<file path="config.mk">
export PLATFORM = sky130hd
export DESIGN_NAME = ex_mem_stage
export DESIGN_NICKNAME = d
export VERILOG_FILES = /design/src/rtl/common_pkg.sv /design/src/rtl/ex_mem_stage.sv
export SDC_FILE = /design/constraint.sdc
export NUM_CORES = 1
export LEC_CHECK = 0
export BUFFER_PORTS_ARGS = -buffer_cell sky130_fd_sc_hd__buf_2
export CORE_AREA = 4 4 148 150
export CTS_CLUSTER_SIZE = 12
export DETAILED_ROUTE_END_ITERATION = 8
export DIE_AREA = 0 0 152 154
export PLACE_DENSITY = 0.72
export SYNTH_ARGS = -nofsm -noshare
export SYNTH_HDL_FRONTEND = slang
export SYNTH_SLANG_ARGS = --single-unit
</file>
<file path="constraint.sdc">
create_clock -name clk -period 1.7 [get_ports clk]
set_input_delay 0.425 -clock clk [delete_from_list [all_inputs] [get_ports clk]]
set_output_delay 0.425 -clock clk [all_outputs]
set_load 0.01 [all_outputs]
</file>
<file path="src/rtl/common_pkg.sv">
// Shared types for the EX->MEM pipeline register.
// State encoding and the stage bundle carried into MEM.
package common_pkg;

    typedef enum logic [1:0] {
        EX_RUN,
        EX_WAIT,
        EX_DRAIN
    } ex_state_t;

    typedef struct packed {
        logic [31:0] pc;
        logic [4:0]  rd;
        logic        reg_write;
        logic        rd_is_float;
        logic        mem_read;
        logic        mem_write;
        logic [31:0] store_data;
        logic [31:0] alu_res;
    } ex_mem_t;

endpackage

</file>
<file path="src/rtl/ex_mem_stage.sv">
// EX->MEM pipeline register: absorbs multi-cycle ALU ops with bubbles,
// stalls upstream while they run and feeds EX->ID forwarding.
module ex_mem_stage
    import common_pkg::*;
#(
    parameter int MAX_WAIT = 40,
    parameter int CNT_W    = 32
) (
    input  logic             clk,
    input  logic             rst,
    input  logic             in_valid,
    input  logic [31:0]      in_pc,
    input  logic [4:0]       in_rd,
    input  logic             in_reg_write,
    input  logic             in_rd_is_float,
    input  logic             in_mem_read,
    input  logic             in_mem_write,
    input  logic [31:0]      in_store_data,
    input  logic [31:0]      alu_res,
    input  logic             alu_insert_bubble,
    input  logic             flush,
    input  logic             mem_ready,
    output logic             out_valid,
    output logic [31:0]      out_pc,
    output logic [31:0]      out_alu_res,
    output logic [31:0]      out_store_data,
    output logic [4:0]       out_rd,
    output logic             out_reg_write,
    output logic             out_rd_is_float,
    output logic             out_mem_read,
    output logic             out_mem_write,
    output logic             stall_upstream,
    output logic             fwd_valid,
    output logic [4:0]       fwd_rd,
    output logic             fwd_is_float,
    output logic [31:0]      fwd_data,
    output logic [CNT_W-1:0] bubble_count,
    output logic             err_timeout
);

    localparam int WCNT_W = $clog2(MAX_WAIT + 1);
    localparam logic [WCNT_W-1:0] WCNT_MAX = WCNT_W'(MAX_WAIT);

    ex_state_t         state_q, state_d;
    ex_mem_t           out_q, out_d;
    ex_mem_t           meta_q, meta_d;
    ex_mem_t           in_cap;
    logic              vld_q, vld_d;
    logic [WCNT_W-1:0] wcnt_q, wcnt_d, wcnt_inc;
    logic [CNT_W-1:0]  bcnt_q, bcnt_d;
    logic              err_q, err_d;

    // x0 is hardwired: integer writes to it are dropped at capture
    always_comb begin
        in_cap.pc          = in_pc;
        in_cap.rd          = in_rd;
        in_cap.reg_write   = in_reg_write
                           && ((in_rd != 5'd0) || in_rd_is_float);
        in_cap.rd_is_float = in_rd_is_float;
        in_cap.mem_read    = in_mem_read;
        in_cap.mem_write   = in_mem_write;
        in_cap.store_data  = in_store_data;
        in_cap.alu_res     = alu_res;
    end

    assign wcnt_inc = (wcnt_q == WCNT_MAX) ? wcnt_q : wcnt_q + 1'b1;

    always_comb begin
        state_d = state_q;
        out_d   = out_q;
        meta_d  = meta_q;
        vld_d   = vld_q;
        wcnt_d  = wcnt_q;
        bcnt_d  = bcnt_q;
        unique case (state_q)
            EX_RUN: begin
                if (flush) begin
                    vld_d = 1'b0;
                end else if (!mem_ready) begin
                    vld_d = vld_q;
                end else if (in_valid && !alu_insert_bubble) begin
                    out_d = in_cap;
                    vld_d = 1'b1;
                end else if (in_valid) begin
                    meta_d  = in_cap;
                    vld_d   = 1'b0;
                    wcnt_d  = '0;
                    state_d = EX_WAIT;
                end else begin
                    vld_d = 1'b0;
                end
            end
            EX_WAIT: begin
                vld_d  = 1'b0;
                bcnt_d = bcnt_q + CNT_W'(1);
                wcnt_d = wcnt_inc;
                if (flush) begin
                    wcnt_d  = '0;
                    state_d = EX_DRAIN;
                end else if (!alu_insert_bubble && mem_ready) begin
                    out_d         = meta_q;
                    out_d.alu_res = alu_res;
                    vld_d         = 1'b1;
                    state_d       = EX_RUN;
                end
            end
            EX_DRAIN: begin
                vld_d  = 1'b0;
                wcnt_d = wcnt_inc;
                if (!alu_insert_bubble) begin
                    state_d = EX_RUN;
                end
            end
            default: begin
                vld_d   = 1'b0;
                state_d = EX_RUN;
            end
        endcase
        err_d = err_q || (wcnt_d == WCNT_MAX);
    end

    always_ff @(posedge clk) begin
        if (rst) begin
            state_q <= EX_RUN;
            out_q   <= '0;
            meta_q  <= '0;
            vld_q   <= 1'b0;
            wcnt_q  <= '0;
            bcnt_q  <= '0;
            err_q   <= 1'b0;
        end else begin
            state_q <= state_d;
            out_q   <= out_d;
            meta_q  <= meta_d;
            vld_q   <= vld_d;
            wcnt_q  <= wcnt_d;
            bcnt_q  <= bcnt_d;
            err_q   <= err_d;
        end
    end

    always_comb begin
        if (flush && state_q == EX_RUN) begin
            stall_upstream = 1'b0;
        end else begin
            stall_upstream = (state_q == EX_RUN && in_valid && alu_insert_bubble)
                           || (state_q != EX_RUN) || !mem_ready;
        end
    end

    assign out_valid       = vld_q;
    assign out_pc          = out_q.pc;
    assign out_alu_res     = out_q.alu_res;
    assign out_store_data  = out_q.store_data;
    assign out_rd          = out_q.rd;
    assign out_reg_write   = out_q.reg_write;
    assign out_rd_is_float = out_q.rd_is_float;
    assign out_mem_read    = out_q.mem_read;
    assign out_mem_write   = out_q.mem_write;

    assign fwd_valid    = vld_q && out_q.reg_write && !out_q.mem_read;
    assign fwd_rd       = out_q.rd;
    assign fwd_is_float = out_q.rd_is_float;
    assign fwd_data     = out_q.alu_res;

    assign bubble_count = bcnt_q;
    assign err_timeout  = err_q;

endmodule

</file>
; After elaboration in Yosys (flattened, before gate mapping)
; Index checks and enable logic that the tools add are counted.
[classes]
n_addsub = 2
eq_ne = 14
muxes = 28
bitwise = 2
reduce_logical = 22
[op_table]
columns = operator, count
row1 = 105-bit two-way mux, 5
row2 = 105-bit case mux with 2 select lines, 1
row3 = 6-bit two-way mux, 6
row4 = 32-bit by 1-bit adder with 32-bit output (second input constant), 1
row5 = 6-bit case mux with 3 select lines, 1
row6 = 2-bit != test (second input constant), 8
row7 = 2-bit two-way mux, 7
row8 = 6-bit equality test (second input constant), 2
row9 = 6-bit AND reduction, 2
row10 = 1-bit logical AND, 8
row11 = 6-bit by 1-bit adder with 6-bit output (second input constant), 1
row12 = 1-bit two-way mux, 6
row13 = 3-bit != test (second input constant), 2
row14 = 2-bit case mux with 3 select lines, 1
row15 = 5-bit AND reduction, 1
row16 = 5-bit nonzero test, 1
row17 = 1-bit logical OR, 4
row18 = 2-bit nonzero test, 2
row19 = 1-bit zero test, 3
row20 = 2-bit by 1-bit equality test with 1-bit output (second input constant), 1
row21 = 2-bit equality test (second input constant), 1
row22 = 2-bit zero test, 1
row23 = 1-bit NOT, 2
row24 = 1-bit case mux with 2 select lines, 1
[totals]
register_bits = 220
in_bits = 111
out_inout_bits = 179
word_cells = 88

; Depth between registers and ports, before layout
; Gate-level depths: netlist of the first run.
[logic_depth]
ltp_word = 8
depth_mapped = 7
depth_no_buf = 7

; Worst setup path before layout of the first run
; No wires, ideal clock.
[synth_path]
path_kind = input-to-reg
from = in flush
to = reg err_q (netlist: err_timeout)
setup_ps = 131
arrival_time_ps = 1576
required_ps = 1569
slack_ps = -8
cell_stages = 6
n_path_buf = 1
path_cell_list = buf_2 nand4b_1 a21oi_1 o21ai_0 a21oi_1 o41ai_2
[synth_between]
elab_chain_cells = 4
word_cells_on_any_way = 5
classes_between = eq/ne: 1 / mux: 3 / reduce/logical: 1
[synth_rtl]
columns = element, line
row1 = "start, declared", ex_mem_stage.sv:21  ; input logic flush,
row2 = 6-bit two-way mux (on tied branches), "ex_mem_stage.sv:97, ex_mem_stage.sv:77"
row3 = 6-bit case mux with 3 select lines *, ex_mem_stage.sv:75  ; unique case (state_q)
row4 = 6-bit equality test *, ex_mem_stage.sv:119  ; err_d = err_q || (wcnt_d == WCNT_MAX);
row5 = 1-bit logical OR *, ex_mem_stage.sv:119
row6 = "end signal, assigned", ex_mem_stage.sv:138  ; err_q <= err_d;
row7 = "end, declared", ex_mem_stage.sv:51  ; logic err_q, err_d;
; Mark *: on every way between the ends. The rest lies on a longest branch, timed or not.
; A chain may end at the register's enable or synchronous reset.

; Worst setup path in the final report of the first run
[layout_path]
from = reg state_q[0]
to = out stall_upstream
[layout_between]
elab_chain_cells = 6
word_cells_on_any_way = 8
classes_between = mux: 1 / reduce/logical: 7
[layout_rtl]
columns = element, line
row1 = "start, declared", ex_mem_stage.sv:44  ; ex_state_t state_q, state_d;
row2 = "start signal, assigned", ex_mem_stage.sv:132  ; state_q <= state_d;
row3 = 2-bit zero test, "ex_mem_stage.sv:143, ex_mem_stage.sv:146"
row4 = 1-bit logical AND (2 in series), ex_mem_stage.sv:146  ; stall_upstream = (state_q == EX_RUN && in_valid && alu_insert_bubble)
row5 = 1-bit logical OR (2 in series), ex_mem_stage.sv:147  ; || (state_q != EX_RUN) || !mem_ready;
row6 = 1-bit two-way mux *, ex_mem_stage.sv:143  ; if (flush && state_q == EX_RUN) begin
row7 = "end, declared", ex_mem_stage.sv:32  ; output logic stall_upstream,
; Marks and branches as above.

==> results.txt, run 1 <==
----------------------------------------------------
[Timing]
  Max transition margin ... a little under three quarters
  Worst setup skew after layout ... 0.01248 ns
  Final-report hold violation count ... 0
  Final setup violation count ... 0
  Max-slew violation count ... 0
  Minimum period implied by the final worst setup slack ... ~1.7 ns
  Post-route clock period utilization ... 99.22%
  Worst-margin pin slew ... 0.4141 ns
  Fmax ... 0.5929 GHz
  Setup repair after global routing missed its margin ... true
  Sum Neg Setup Slack ... 0 ns

[GRT]
  Number of antenna violations at the first check in global routing ... 2
  Wire length of the first global-routing pass ... roughly 42,000 um
  Maximum number of pins on one net before global-route repair ... 63
  Overflow left after global routing ... 0
  GR Util All Layers ... 20.77%
  Via count of the first global-routing pass ... about 8,400

[Setup path]
  Critical path destination ... stall_upstream
  Arrival time at the worst endpoint ... around 1.3 ns
  Worst Reg2Reg Path Length in Cells ... 7
  Type of element launching the critical path ... flop
  Maximum fanout count along the critical path ... 2
  CP endpoint kind ... output pin
  Crit path kind ... flop to output pin
  R2r startpoint ... state_q[1]$_SDFFE_PP0P_
  Capture point of the worst reg-to-reg path ... bubble_count[26]$_SDFFE_PP0P_
  Worst Setup SP ... state_q[0]$_SDFFE_PP0P_
  Worst path required time ... ~1.3 ns
  Register-to-register setup slack ... ~0.013 ns

[Cells and area]
  Area added between synthesis and finish ... 38.02%
  Post-layout instance count excluding filler cells ... between 1,500 and 2,000
  Most frequent standard cell in the layout excluding fill and tap cells ... nand2_1
  Final Net Count ... approximately 1,600
  Most used cells in the layout excluding fill and tap cells ... nand2_1, buf_2, dfxtp_1, a21oi_1, nor2_1
  Share of final-layout standard cells stronger than drive strength 1 ... about a third

[Power and ir drop]
  P_sw ... approximately 2.6 mW
  Peak supply drop ... 0.0008512 V
  Cell Int Power ... between 8 and 9 mW
  Static power due to leakage ... about 5.6 nW
  Switching portion of total power ... a little under a quarter
  Share of power burned in the clock network ... about 45%
  Power density cells ... around 900 nW/um^2
  Combinational Power Share ... under 10%
  Overall power ... about 12 mW
  Portion of total power attributed to sequential cells ... 46.3%

[Status]
  Run status ... complete, no violations

[Route]
  Wire per inst ... 15.59 um
  Number of design-rule violations left by the first detailed-router iteration ... 427
  DRT Wirelength ... 27,370 um
  Detailed-routing iteration count for the pre-antenna-repair pass ... 5
  Routed length on met2 ... between 10,000 and 15,000 um
  DR vias/cell ... roughly 5.2
  DRC violation count after routing ... 0
  Number of antenna-violating nets in the routed design ... 0
  Highest metal layer with signal wires ... met5
  Via total after detailed routing ... a little over 9,000
  Routed wire length on met3 ... 1875 um
  WL met1 ... between 10,000 and 15,000 um

[Hold path]
  Beginning of the worst hold path ... alu_res[25]
  Worst hold path type ... input port to flop

[Floorplan]
  IO Count ... 290
  Standard-cell row count ... 53
  Width of the die ... between 150 and 200 um
  Die area ... between 20,000 and 25,000 um^2
  Area of the placeable core ... 20,690 um^2
  Overall die height ... around 150 um
  Initial core utilization ... between 40% and 50%

[Place]
  # placed instances ... approximately 1,700
  Number of port buffers ... 289
  Placer Congestion ... 0.8162
  DPL Wire Length ... around 17,000 um

[Clocking]
  Clock transition at the registers of the reported paths ... 0.06 ns
  Bufs on Longest Clock Path ... 3
  CTS H-tree depth ... 1
  TritonCTS clock tree ... done
  Clock latency on the worst-skew pair ... approximately 0.5 ns
  Number of buffers created by CTS ... 24
  Clock sink count ... 220
  Buffer type at the clock tree root ... clkbuf_16

[Yosys]
  Predominant post-synthesis flop cell ... dfxtp_1
  Number of synthesized register bits ... 220
  Count of cell types in the netlist ... just under 60
  Post-synthesis cell count ... between 1,000 and 1,500
  Mapped cell area ... around 9400 um^2
  Yosys warnings ... 0
  Syn Area/Cell ... slightly above 8 um^2
  Proportion of register bits with asynchronous set or reset after synthesis ... 0%
  Nets in the synthesized netlist ... 1,280
  Part of the Yosys area used for sequential elements ... 46.87%
  Number of enable flip-flop cells after synthesis ... 0

[Job]
  Max cap viols ... 0

----------------------------------------------------
cell usage after synthesis, drive strengths merged (2+ instances only):
cell type	count	area share, %
a21boi	2	0.16
a21oi	113	6.0
a311oi	74	7.5
a31o	2	0.19
and2	2	0.13
and3	5	0.33
and3b	2	0.19
and4	4	0.40
and4b	2	0.23
buf	84	5.8
clkbuf	41	1.6
dfxtp	220	47
ha	3	0.40
inv	6	0.24
mux2	2	0.28
nand2	375	15
nand2b	5	0.33
nand3	16	0.99
nand4	9	0.60
nand4b	3	0.35
nor2	116	4.6
nor2b	9	0.60
nor3	6	0.73
nor3b	2	0.16
nor4	11	1.6
o21ai	7	0.37
xnor2	16	1.5
xor2	12	1.1
power by group through the flow:
stage               clock network, mW  registers [mW]  logic [mW]
CTS                              5.31            5.34       0.903
floorplan                           0            5.49       0.422
detailed placement                  0            5.46       0.871
finish                           5.23            5.34       0.970
global route                     5.54            5.36        1.05
global placement                    0            5.46       0.863
per-layer routing:
layer  vias to the layer above  GRT usage (%)
li1                       4492              -
met1                      4269          25.69
met2                       329          36.64
met3                        51          4.531
met4                         2          5.693
met5                         -              0
cells by family after synthesis:
logic type / Yosys count / share of synthesized area, %
flops: 220 / 46.87
compound gates: 209 / 15.30
simple gates: 572 / 26.76
mux: 3 / 0.3861
fa+ha+maj: 3 / 0.3995
xor+xnor: 28 / 2.610
buf+inv: 131 / 7.670
critical path, stage by stage, from the launching register on:
cell,delay [ns]
dfxtp_4,0.34
buf_6,0.11
nor2_4,0.11
o21ai_2,0.05
buf_2,0.14
how the worst min path moves through the flow:
stage	cells past startpoint	slack, ns	to
final	3	0.15	fwd_data[25]$_SDFFE_PP0P_
after global placement	2	0.44	meta_q[38]$_SDFFE_PP0P_
after detailed placement	2	0.45	meta_q[64]$_SDFFE_PP0P_
after global routing	3	0.14	fwd_data[0]$_SDFFE_PP0P_
after floorplan	2	0.44	meta_q[100]$_SDFFE_PP0P_
after CTS	3	0.13	fwd_data[3]$_SDFFE_PP0P_
stage by stage:
step	worst slack, ns	utilization [%]	hold WS, ns	area, um^2
after global routing	-0.06526	62.68	0.1390	12970
after global placement	-0.1441	55.14	0.4417	11410
final	0.01331	62.68	0.1541	12970
after floorplan	0.01839	-	0.4366	9400
after CTS	-0.01596	60.08	0.1317	12430
after detailed placement	-0.1858	55.14	0.4465	11410
cell type report:
cell class | count | area (um^2)
clock inverters | 4 | 72.57
fillers | 1761 | 7721
repair buffers | 398 | 2835
diodes | 1 | 2.502
multi-input cells | 815 | 4554
inverters | 6 | 22.52
clock buffers | 36 | 716.9
well taps | 275 | 344.1
flip-flops and latches | 220 | 4420
state kept, by name (all words and copies together) (netlist names):
register	count
state_q	2
fwd_rd	5
wcnt_q	6
fwd_is_float	1
fwd_data	32
out_valid	1
out_reg_write	1
out_mem_write	1
out_pc	32
out_mem_read	1
err_timeout	1
out_store_data	32
bubble_count	32
meta_q	73
repair_timing:
item,CTS,global route
endpoints found under the hold margin,0,0
pin swaps,7,44
gates cloned,3,10
setup endpoints to repair,3,80
setup buffers,11,6
hold buffers,0,0
gates resized for setup,19,59
Power figures use the tool's default switching activity.
==> inputs of run 2 (changes only) <==
REMOVE_ABC_BUFFERS = 1   (was default)
==> run 2 against run 1 <==
- the flow now finishes with violations (negative setup slack)
- non-clock buffer count increased by 10
- combinational power decreased by 1%
- sequential share of layout area increased by 0.35 points
- final cell count increased by 0.80%
- worst hold slack improved by 0.0078 ns
- sequential cell count unchanged
- first-iteration DRC count decreased by 1.2%
- critical path type is now flop to flop
- largest cell class is now registers
- highest routed layer unchanged
==> results.txt, run 2 (same netlist as run 1, synthesis figures left out) <==
----------------------------------------------------
[Status]
  Run status ... finished, violations left (was complete, no violations)
  Failing checks ... negative setup slack

[Floorplan]
  IO Count ... 290 (unchanged)
  Initial core utilization ... 45.42% (unchanged)
  Area of the placeable core ... 20,690 um^2 (unchanged)
  Overall die height ... 154 um (unchanged)
  Die area ... 23,410 um^2 (unchanged)
  Width of the die ... 152 um (unchanged)
  Standard-cell row count ... 53 (unchanged)

[Clocking]
  Buffer type at the clock tree root ... clkbuf_16 (unchanged)
  Clock sink count ... 220 (unchanged)
  Clock transition at the registers of the reported paths ... 0.06 ns (about the same)
  TritonCTS clock tree ... done (unchanged)
  CTS H-tree depth ... 1 (unchanged)
  Clock latency on the worst-skew pair ... 0.50 ns (was 0.51 ns)
  Number of buffers created by CTS ... 24 (unchanged)
  Bufs on Longest Clock Path ... 3 (unchanged)
  Number of hold-repair buffers added at the cts stage ... 0 (unchanged)

[Cells and area]
  Post-route cell area ... 12,820 um^2 (was 12,970 um^2)
  Share of final-layout standard cells stronger than drive strength 1 ... 33.27% (was 34.75%)
  Most used cells in the layout excluding fill and tap cells ... nand2_1, buf_2, dfxtp_1, nor2_1, a21oi_1 (was nand2_1, buf_2, dfxtp_1, a21oi_1, nor2_1)
  Area added between synthesis and finish ... 36.39% (was 38.02%)
  Most frequent standard cell in the layout excluding fill and tap cells ... nand2_1 (unchanged)
  Final Net Count ... 1,589 (was 1,579)
  Max FFs per register ... 73 (unchanged)
  Fin util ... 61.94% (was 62.68%)
  Register containing the most flip-flops in the final layout ... meta_q (unchanged)
  Fill cell total of the finished layout ... 1,790 (was 1,761)

[Job]
  Max cap viols ... 0 (unchanged)

[GRT]
  Met2 Use GR ... 37.98% (was 36.64%)
  M1 GR Usage ... 26.86% (was 25.69%)
  Via count of the first global-routing pass ... 8,381 (unchanged)
  GR Util All Layers ... 21.67% (was 20.77%)
  Maximum number of pins on one net before global-route repair ... 47 (was 63)
  Most crowded layer after global routing ... met2 (unchanged)
  Number of antenna violations at the first check in global routing ... 3 (was 2)
  Wire length of the first global-routing pass ... 42,930 um (was 41,580 um)
  Overflow left after global routing ... 0 (unchanged)
  Global Route met3 Usage ... 5.742% (was 4.531%)

[Setup path]
  Number of buffers and inverters on the critical path ... 5 (was 2)
  Type of element launching the critical path ... flop (unchanged)
  Highest-delay cell along the critical path ... dfxtp_4 (unchanged)
  Most prevalent standard cell on the critical path ... buf_12
  List of cells traversed by the critical path ... buf_4 -> buf_8 -> nor3_4 -> buf_12 -> buf_12 -> clkbuf_16 -> nor2_1 -> a311oi_1 (was buf_6 -> nor2_4 -> o21ai_2 -> buf_2)
  Stage delay of the slowest cell on the critical path ... 0.36 ns (was 0.34 ns)
  Crit path kind ... flop to flop (was flop to output pin)
  CP endpoint kind ... flop (was output pin)
  Worst path top cell family by delay ... buffers and inverters (was flip-flops)
  Arrival time at the worst endpoint ... 2.19 ns (was 1.26 ns)
  Worst path required time ... 2.08 ns (was 1.27 ns)
  Maximum fanout count along the critical path ... 8 (was 2)

[Place]
  Number of port buffers ... 289 (unchanged)
  DPL Wire Length ... 19,260 um (was 17,300 um)
  Placer Congestion ... 0.8324 (was 0.8162)
  Post-DP Area ... 11,440 um^2 (was 11,410 um^2)

[Timing]
  Final setup violation count ... 2 (was 0)
  Fmax ... 0.5535 GHz (was 0.5929 GHz)
  Worst-margin pin slew ... 0.4488 ns (was 0.4141 ns)
  Max-slew violation count ... 0 (unchanged)
  Setup repair after global routing missed its margin ... true (unchanged)
  Final-report hold violation count ... 0 (unchanged)
  Setup slack after layout ... -0.1066 ns (was 0.01331 ns)
  Post-route clock period utilization ... 106.3% (was 99.22%)
  Worst setup skew after layout ... 0.007960 ns (was 0.01248 ns)
  Sum Neg Setup Slack ... -0.1158 ns (was 0 ns)
  Hold WS ... 0.1619 ns (was 0.1541 ns)
  Max transition margin ... 70.08% (was 71.68%)
  Minimum period implied by the final worst setup slack ... 1.807 ns (was 1.687 ns)

[Route]
  Number of design-rule violations left by the first detailed-router iteration ... 422 (was 427)
  Number of antenna-violating nets in the routed design ... 0 (unchanged)
  Detailed-routing iteration count for the pre-antenna-repair pass ... 4 (was 5)
  DR vias/cell ... 5.223 (was 5.210)
  DRT Wirelength ... 28,760 um (was 27,370 um)
  Wire per inst ... 16.25 um (was 15.59 um)
  DRC violation count after routing ... 0 (unchanged)
  Via total after detailed routing ... 9,239 (was 9,143)

[Power and ir drop]
  Switching portion of total power ... 22.79% (was 22.95%)
  P_sw ... 2.619 mW (was 2.649 mW)
  Power density cells ... 896.9 nW/um^2 (was 890.1 nW/um^2)
  Portion of total power attributed to sequential cells ... 46.5% (was 46.3%)
  Static power due to leakage ... 5.560 nW (was 5.564 nW)
  Peak supply drop ... 0.0007023 V (was 0.0008512 V)
  Overall power ... 11.49 mW (was 11.54 mW)
  Combinational Power Share ... 8.3% (was 8.4%)
  Share of power burned in the clock network ... 45.1% (was 45.3%)
  Cell Int Power ... 8.875 mW (was 8.894 mW)

[Hold path]
  Worst hold path type ... input port to flop (unchanged)

----------------------------------------------------
[run 2: cell types whose count changed in the layout (fill, tap and decap cells not counted), sizes merged]
cell	delta
diode	+2
buf	+11
clkbuf	+3
clkinv	+1
bufinv	-1
bufbuf	-1
clkinvlp	-1
[run 2: repair_timing]
item / in CTS / in global routing
resized for setup: 11 / 35
cloned: 0 / 10
pin swaps: 2 / 62
endpoints found under the setup margin: 2 / 90
buffers inserted: 5 / 11
[run 2: through the flow]
stage | setup slack (ns) | instances
3_5_place_dp | -0.1421 | 1698
6_report | -0.1066 | 1769
5_1_grt | -0.1267 | 1768
2_1_floorplan | -2.819 | 1041
3_3_place_gp | -0.09771 | 1698
4_1_cts | -0.008292 | 1745
[run 2: final timing paths]
| kind | from | to | slack (ns) | cells after the start |
|---|---|---|---|---|
| setup / recovery | state_q[1]$_SDFFE_PP0P_ | out_store_data[21]$_SDFFE_PP0P_ | -0.11 | 8 |
| hold / removal | alu_res[21] | fwd_data[21]$_SDFFE_PP0P_ | 0.16 | 3 |
| setup reg to reg | state_q[1]$_SDFFE_PP0P_ | out_store_data[21]$_SDFFE_PP0P_ | -0.11 | 8 |
| hold reg to reg | meta_q[90]$_SDFFE_PP0P_ | meta_q[90]$_SDFFE_PP0P_ | 0.45 | 2 |
[run 2: power groups by stage]
stage / combinational [mW] / clock (mW) / sequential (mW)
floorplan: 0.294 / 0 / 5.50
global placement: 0.868 / 0 / 5.46
detailed placement: 0.880 / 0 / 5.46
CTS: 0.892 / 5.30 / 5.35
global route: 1.05 / 5.51 / 5.36
finish: 0.959 / 5.19 / 5.35
[run 2: layer usage]
metal  part of all wire, %  wire, um
met2                    49     14200
met1                    41     11830
met5                 0.024         7
met4                   2.0       582
met3                   7.4      2134
[run 2: area by class of cell]
type,instances,area (um^2),area share [%]
Tap cell,275,344.1,2.685
Inverter,6,22.52,0.1757
Multi-Input combinational cell,815,4367,34.07
Timing Repair Buffer,408,2864,22.35
Clock inverter,3,40.04,0.3124
Clock buffer,39,758.2,5.916
Antenna cell,3,7.507,0.05858
Sequential cell,220,4413,34.43
[run 2: worst min-delay path, cell delays in order]
cell     delay, ns
buf_2         0.09
nand2_1       0.04
a21oi_1       0.05
